### src/rtl/uart_byte_receiver.sv
// 8N1 UART receiver: synchronizes UART_RX, rejects glitches by 3-point majority
// sampling mid-bit, and emits each correctly framed byte with a one-cycle strobe.
module uart_byte_receiver #(
    parameter int CLKS_PER_BIT = 868,
    parameter int SYNC_STAGES  = 2
) (
    input  logic       CLK,
    input  logic       RSTN,
    input  logic       UART_RX,
    output logic [7:0] data,
    output logic       valid,
    output logic       frame_err,
    output logic       busy
);

    localparam int H  = CLKS_PER_BIT / 2;
    localparam int CW = $clog2(CLKS_PER_BIT);

    localparam logic [CW-1:0] C_HM1  = CW'(H - 1);
    localparam logic [CW-1:0] C_H    = CW'(H);
    localparam logic [CW-1:0] C_HP1  = CW'(H + 1);
    localparam logic [CW-1:0] C_LAST = CW'(CLKS_PER_BIT - 1);

    generate
        if (CLKS_PER_BIT < 8) begin : g_bad_cpb
            $error("CLKS_PER_BIT must be >= 8");
        end
        if (SYNC_STAGES < 2) begin : g_bad_sync
            $error("SYNC_STAGES must be >= 2");
        end
    endgenerate

    typedef enum logic [2:0] {
        S_IDLE,
        S_START,
        S_DATA,
        S_STOP,
        S_BRK
    } state_t;

    state_t                 state;
    logic [SYNC_STAGES-1:0] sync_q;
    logic                   rx_s;
    logic [CW-1:0]          cnt;
    logic [2:0]             bit_idx;
    logic [1:0]             samp_q;
    logic [7:0]             shift_q;
    logic                   maj;

    always_ff @(posedge CLK or negedge RSTN) begin
        if (!RSTN) sync_q <= '1;
        else       sync_q <= {sync_q[SYNC_STAGES-2:0], UART_RX};
    end

    assign rx_s = sync_q[SYNC_STAGES-1];

    // Samples at H-1 and H are held; the third is the live rx_s at H+1.
    assign maj = (samp_q[0] & samp_q[1]) | (rx_s & (samp_q[0] | samp_q[1]));

    always_ff @(posedge CLK or negedge RSTN) begin
        if (!RSTN) begin
            state     <= S_IDLE;
            cnt       <= '0;
            bit_idx   <= '0;
            samp_q    <= '0;
            shift_q   <= '0;
            data      <= '0;
            valid     <= 1'b0;
            frame_err <= 1'b0;
            busy      <= 1'b0;
        end else begin
            valid     <= 1'b0;
            frame_err <= 1'b0;
            if (cnt == C_HM1) samp_q[0] <= rx_s;
            if (cnt == C_H)   samp_q[1] <= rx_s;

            case (state)
                S_IDLE: begin
                    // The detection cycle itself is cnt 0 of the start bit.
                    if (!rx_s) begin
                        state <= S_START;
                        cnt   <= CW'(1);
                        busy  <= 1'b1;
                    end
                end
                S_START: begin
                    if (cnt == C_HP1 && maj) begin
                        state <= S_IDLE;
                        cnt   <= '0;
                        busy  <= 1'b0;
                    end else if (cnt == C_LAST) begin
                        state   <= S_DATA;
                        cnt     <= '0;
                        bit_idx <= '0;
                    end else begin
                        cnt <= cnt + 1'b1;
                    end
                end
                S_DATA: begin
                    if (cnt == C_HP1) shift_q[bit_idx] <= maj;
                    if (cnt == C_LAST) begin
                        cnt <= '0;
                        if (bit_idx == 3'd7) state   <= S_STOP;
                        else                 bit_idx <= bit_idx + 1'b1;
                    end else begin
                        cnt <= cnt + 1'b1;
                    end
                end
                S_STOP: begin
                    // Leave at mid-stop so a back-to-back start edge is caught.
                    if (cnt == C_HP1) begin
                        cnt <= '0;
                        if (maj) begin
                            data  <= shift_q;
                            valid <= 1'b1;
                            state <= S_IDLE;
                            busy  <= 1'b0;
                        end else begin
                            frame_err <= 1'b1;
                            state     <= S_BRK;
                        end
                    end else begin
                        cnt <= cnt + 1'b1;
                    end
                end
                S_BRK: begin
                    if (rx_s) begin
                        state <= S_IDLE;
                        busy  <= 1'b0;
                    end
                end
                default: begin
                    state <= S_IDLE;
                    cnt   <= '0;
                    busy  <= 1'b0;
                end
            endcase
        end
    end

endmodule

### config.mk
export PLATFORM = sky130hd
export DESIGN_NAME = uart_byte_receiver
export DESIGN_NICKNAME = d
export VERILOG_FILES = /design/src/rtl/uart_byte_receiver.sv
export SDC_FILE = /design/constraint.sdc
export NUM_CORES = 1
export LEC_CHECK = 0
export ABC_CLOCK_PERIOD_IN_PS = 1900
export CORE_ASPECT_RATIO = 1.4
export CORE_UTILIZATION = 30
export CTS_CLUSTER_SIZE = 10
export DETAILED_ROUTE_END_ITERATION = 8
export GPL_TIMING_DRIVEN = 0
export PLACE_DENSITY_LB_ADDON = 0.15
export SYNTH_ARGS = -nofsm -noshare
export SYNTH_HDL_FRONTEND = slang
export SYNTH_SLANG_ARGS = --single-unit
export TNS_END_PERCENT = 30
### constraint.sdc
create_clock -name CLK -period 1.9 [get_ports CLK]
set_input_delay 0.285 -clock CLK [delete_from_list [all_inputs] [get_ports CLK]]
set_output_delay 0.285 -clock CLK [all_outputs]
set_load 0.05 [all_outputs]
## Word level (Yosys, flattened, before mapping)

Cells that the tools add are included.

| cells by class | value |
|---|---|
| add/sub/neg operators | 2 |
| order comparisons | 2 |
| equal/unequal tests | 20 |
| multiplexer cells | 34 |
| bitwise operators | 6 |
| reductions and logical operators | 10 |

Operators with widths:

| cell | number |
|---|---|
| 10-bit one-hot mux with 5 select lines | 1 |
| 10-bit two-way mux | 4 |
| 3-bit two-way mux | 12 |
| 10-bit by 9-bit == test with 1-bit output, second input constant | 3 |
| 2-bit != test, second input constant | 10 |
| 3-bit one-hot mux with 5 select lines | 1 |
| 1-bit two-way mux | 12 |
| 6-bit AND reduction | 2 |
| 10-bit by 1-bit adder with 10-bit output, second input constant | 1 |
| 10-bit == test, second input constant | 1 |
| 8-bit bitwise mux | 1 |
| 3-bit by 2-bit == test with 1-bit output, second input constant | 2 |
| 3-bit == test, second input constant | 2 |
| 3-bit one-hot mux with 2 select lines | 1 |
| 1-bit one-hot mux with 5 select lines | 1 |
| 5-bit AND reduction | 1 |
| 3-bit by 4-bit < comparator with 1-bit output, second input constant | 1 |
| 2-bit AND reduction | 2 |
| 3-bit by 1-bit adder with 3-bit output, second input constant | 1 |
| 1-bit demux with 3-bit select | 1 |
| 3-bit by 1-bit == test with 1-bit output, second input constant | 1 |
| 3-bit by 1-bit greater-or-equal comparator with 1-bit output, second input constant | 1 |
| 3-bit logical NOT | 1 |
| 3-bit != test, second input constant | 1 |
| 6 further kinds | 10 |

| word-level totals | value |
|---|---|
| flip-flop bits (word level) | 39 |
| bits of input ports | 3 |

## Logic depth before layout (Yosys ltp)

| depth | value |
|---|---|
| word-level depth | 6 |
| mapped depth | 8 |
| mapped depth without buffers | 6 |

## Worst setup path after synthesis

No wires, ideal clock.

| timing path | value |
|---|---|
| path type | reg-to-reg |
| from | register cnt[0] |
| to | register cnt[7] |
| arrival time | 1.903 ns |
| data required time | 1.835 ns |
| setup slack | -0.068 ns |
| stages on the path, launching flop included | 9 |
| path buffers | 2 |
| period minus slack after synthesis | 1.968 ns |
| cell sequence | dfrtp_1 > ha_1 > buf_2 > nor4b_2 > a311oi_1 > a221oi_4 > buf_6 > o211ai_1 > o21a_1 |

| on the way | value |
|---|---|
| cells in the longest elaborated chain, start to end | 4 |
| elaborated cells between the ends (all ways) | 8 |
| classes of those cells | add/sub (1); eq/ne (2); mux (4); reduce/logical (1) |

Ends and longest elaborated chain:

| what | RTL line | text |
|---|---|---|
| start: declaration | 44 | `logic [CW-1:0] cnt;` |
| start signal: assignment | 96 | `cnt <= cnt + 1'b1;` |
| start signal: assignment | 106 | `cnt <= cnt + 1'b1;` |
| start signal: assignment | 123 | `cnt <= cnt + 1'b1;` |
| 10-bit by 1-bit adder with 10-bit output (tied with other cells) | 96, 106, 123 |  |
| 10-bit two-way mux / 1-bit logical AND (equally long branches) | 91, 101, 87 |  |
| 10-bit two-way mux | 87 | `if (cnt == C_HP1 && maj) begin` |
| 10-bit one-hot mux with 5 select lines * | 77 | `case (state)` |

Mark *: on every way between the ends. The rest lies on a longest branch, timed or not.
A chain may end at the register's enable or synchronous reset.

## Final worst setup path

| timing path | value |
|---|---|
| from | register cnt[3] |
| to | register shift_q[4] |

| on the way | value |
|---|---|
| cells in the longest elaborated chain, start to end | 2 |

Ends and longest elaborated chain:

| what | RTL line | text |
|---|---|---|
| 10-bit by 9-bit == test with 1-bit output | 100 | `if (cnt == C_HP1) shift_q[bit_idx] <= maj;` |
| 2-bit AND reduction (no source line) | n/a |  |
| end signal: indexed assignment | 100 |  |
| end: declaration | 47 | `logic [7:0] shift_q;` |

Every way passes these cells.

==> flow_summary.yaml <==
status:
  status: "complete, but fails checks"
  failed_checks: "DRC, setup timing"
setup_path:
  rrSetupSlack_ps: -80
  setup.worst_path.start_class: "register"
  endpoint: "shift_q[4]"
  startpoint: "cnt[3]"
  path_cells: "buf_6 > and4bb_4 > nand3_4 > or3_4 > nor3b_2 > mux2_1"
  required_ps: 2080
  crit_path_end_kind: "register"
  crit_type: "register to register"
  crit_slowest_cell: "or3_4"
  r2r_end: "shift_q[4]"
  worst-path-max-fanout: 6
  cp.arrival_ps: 2160
  slowest_delay_ps: 390
  rr_startpoint: "cnt[3]"
  r2r_cells: 6
logic_synthesis:
  syn_inst: 188
  synth_area_leaders: "dfrtp_1 46%, mux2_2 8.9%, o21ai_0 3.5%"
  ys_ff_latch: 39
  yosys_warnings: 0
  ys_seq_area_share_pct: 48.39
  netlist.area_leader.share_pct: 45.79
  synth_cell_types: 47
  netlist.top_cell.by_area: "dfrtp_1"
  synthesis.area_um2: 2022
  avgSynthCellArea_um2: 10.75
  syn-num-nets: 196
layout:
  num_antenna_cells: 0
  syn_to_final_growth_pct: 31.93
  nNetsFinal: 235
  post-route-cell-area_um2: 2668
  drive_gt1_share_pct: 35.96
placed_design:
  place_congestion: 0.7696
  dpl_cell_area_um2: 2288
  post-dp-hpwl_mm: 3.074
  io_buffers: 13
worst_hold_path:
  holdCritStartpoint: "sync_q[0]"
  hold_path.class: "register to register"
floorplanning:
  ios: 14
  dieWidth_um: 71.39
  die_area_um2: 7077
  start_util_pct: 30.78
  rows: 35
  core_area_um2: 6569
  fp.dieH_um: 99.14
routing:
  drtIter0Drc: 45
  wirelength_mm: 4.397
  drc_errors: 2
  antenna_left: 0
  first_pass_iters: 6
  wl_per_cell_um: 14.56
  viasPerCell: 5.136
  vias: 1551
timing:
  max_slew_margin_pct: 48.07
  rsz0062_at_grt: "yes"
  skew_ps: 3.648
  tightestPinTransition_ps: 770.8
  finalCritPeriodShare_pct: 104.0
  setup_violations: 5
  finalHoldViolCount: 0
  finalWorstSetupSlack_ps: -76.77
  drv_slew: 0
  period_needed_ps: 1977
  timing.fmax_mhz: 505.9
clocking:
  h-tree-depth: 2
  cts_tree: "done"
  numCtsBuffers: 5
  root_buffer: "clkbuf_8"
  path_clk_slew_ps: 80
  numClockSinks: 39
  clock_path_buffers: 2
  clk_latency_ps: 290
power:
  power_density_nw_per_um2: 588.1
  ir_drop_v: 0.0003013
  total_power_mw: 1.569
  p_leak_nw: 1.168
grt:
  grtUsageTotal_pct: 13.49
  grt.overflow.total: 0
  antenna_found_initial: 0
  grt_pass1_vias: 1556
  grt_pass1_wl_mm: 7.507
  grt_max_degree: 25
job:
  cap_violations: 0
layout by cell type, fill, tap and decap left out, types with 3 or more instances in the layout:
master | netlist | routed
nor2_1 | 9 | 8
buf_6 | 2 | 4
o31ai_1 | 3 | 3
nand2_1 | 17 | 17
dfrtp_1 | 37 | 34
nor3_2 | 2 | 3
nand3_1 | 5 | 4
o21ai_0 | 14 | 9
mux2_2 | 16 | 15
a21o_1 | 7 | 7
dfrtp_2 | 0 | 3
buf_2 | 3 | 3
buf_4 | 1 | 16
inv_1 | 8 | 8
nand3b_1 | 3 | 3
nor4_1 | 4 | 3
clkbuf_8 | 0 | 5
o21ai_1 | 1 | 4
nor3_1 | 13 | 10
clkdlybuf4s50_1 | 0 | 12
ha_1 | 5 | 4
worst max-delay path, delay by kind of cell (launching register included):
family                 cells  cell delay (ps)
multiplexers               1              330
buffers and inverters      1              130
AND/OR/NAND/NOR            4             1030
flip-flops                 1              380
report_power, final:
group	switching (mW)	internal [mW]	leakage [nW]
combinational	0.0193	0.00900	0.602
clock	0.314	0.391	0.0581
sequential	0.00258	0.833	0.508
final cells by class:
type	instances	area [um2]
plain buffers	8	63.81
well taps	74	92.59
clock buffers	5	68.82
fillers	662	3901
repair buffers	33	315.3
multi-input cells	132	1071
flip-flops and latches	39	982.2
clock inverters	3	43.79
inverters	8	30.03
cell usage after synthesis, drive strengths merged:
library cell and n:
dfrtp 37, nand2 17, a22o 1, o211ai 1
and4bb 2, clkbuf 2, o21ai 15, nor2 9
o31ai 3, a31o 1, o21a 1, or2 2
nand3 6, a32o 1, a21o 7, mux2 17
o22ai 1, inv 8, nor4 4, or3 2
and3b 1, o2111ai 1, buf 7, nand4 1
a311oi 1, nor4b 1, dfstp 2, a21oi 2
nor3b 4, and2 2, a31oi 3, nor3 15
a221oi 1, maj3 2, nand3b 3, ha 5
routing by layer:
metal	track usage [%]	routed length (um)
met3	3.040	99
met4	5.692	72
met5	0	0
met2	23.66	2361
met1	15.64	1864
state kept, by name, indices dropped and copies added, names as in the netlist, 2 cells and up:
register  count
bit_idx       3
cnt          10
data          8
samp_q        2
shift_q       8
state         3
sync_q        2
worst min-delay path by stage:
stage / endpoint / slack (ps) / cells past startpoint
final: sync_q[1] / 360 / 0
after floorplan: bit_idx[0] / -10 / 0
after global placement: sync_q[1] / 350 / 0
after CTS: sync_q[1] / 360 / 0
after detailed placement: data[4] / 240 / 1
after global routing: sync_q[1] / 360 / 0
timing repair:
item	in CTS	in global routing
hold buffers	1	0
cloned	0	2
setup buffers	6	10
resized for setup	9	26
hold endpoints to repair	13	0
pin swaps	4	14
endpoints found under the setup margin	29	30
metrics by stage:
step / worst slack (ps) / utilization, % / cells / setup TNS [ps] / hold slack (ps)
floorplan: -37.19 / - / 188 / -148.9 / -10.59
global route: -154.4 / 40.61 / 302 / -1798 / 362.5
global placement: -525.8 / 34.61 / 275 / -24560 / 346.1
CTS: -122.5 / 37.94 / 291 / -1018 / 359.4
finish: -76.77 / 40.61 / 302 / -249.5 / 357.6
detailed placement: -339.9 / 34.84 / 276 / -5598 / 240.9
cell families (layout without fill, tap and decap cells):
kind of cell / Yosys count / after routing / share of synthesized area [%]
buffers and inverters: 17 / 57 / 4.331
AOI/OAI and AO/OA: 39 / 39 / 13.74
muxes: 17 / 17 / 9.468
DFF: 39 / 39 / 48.39
and+or+nand+nor: 69 / 69 / 19.92
adders and majority gates: 7 / 7 / 4.146
(Power assumes the default switching activity.)
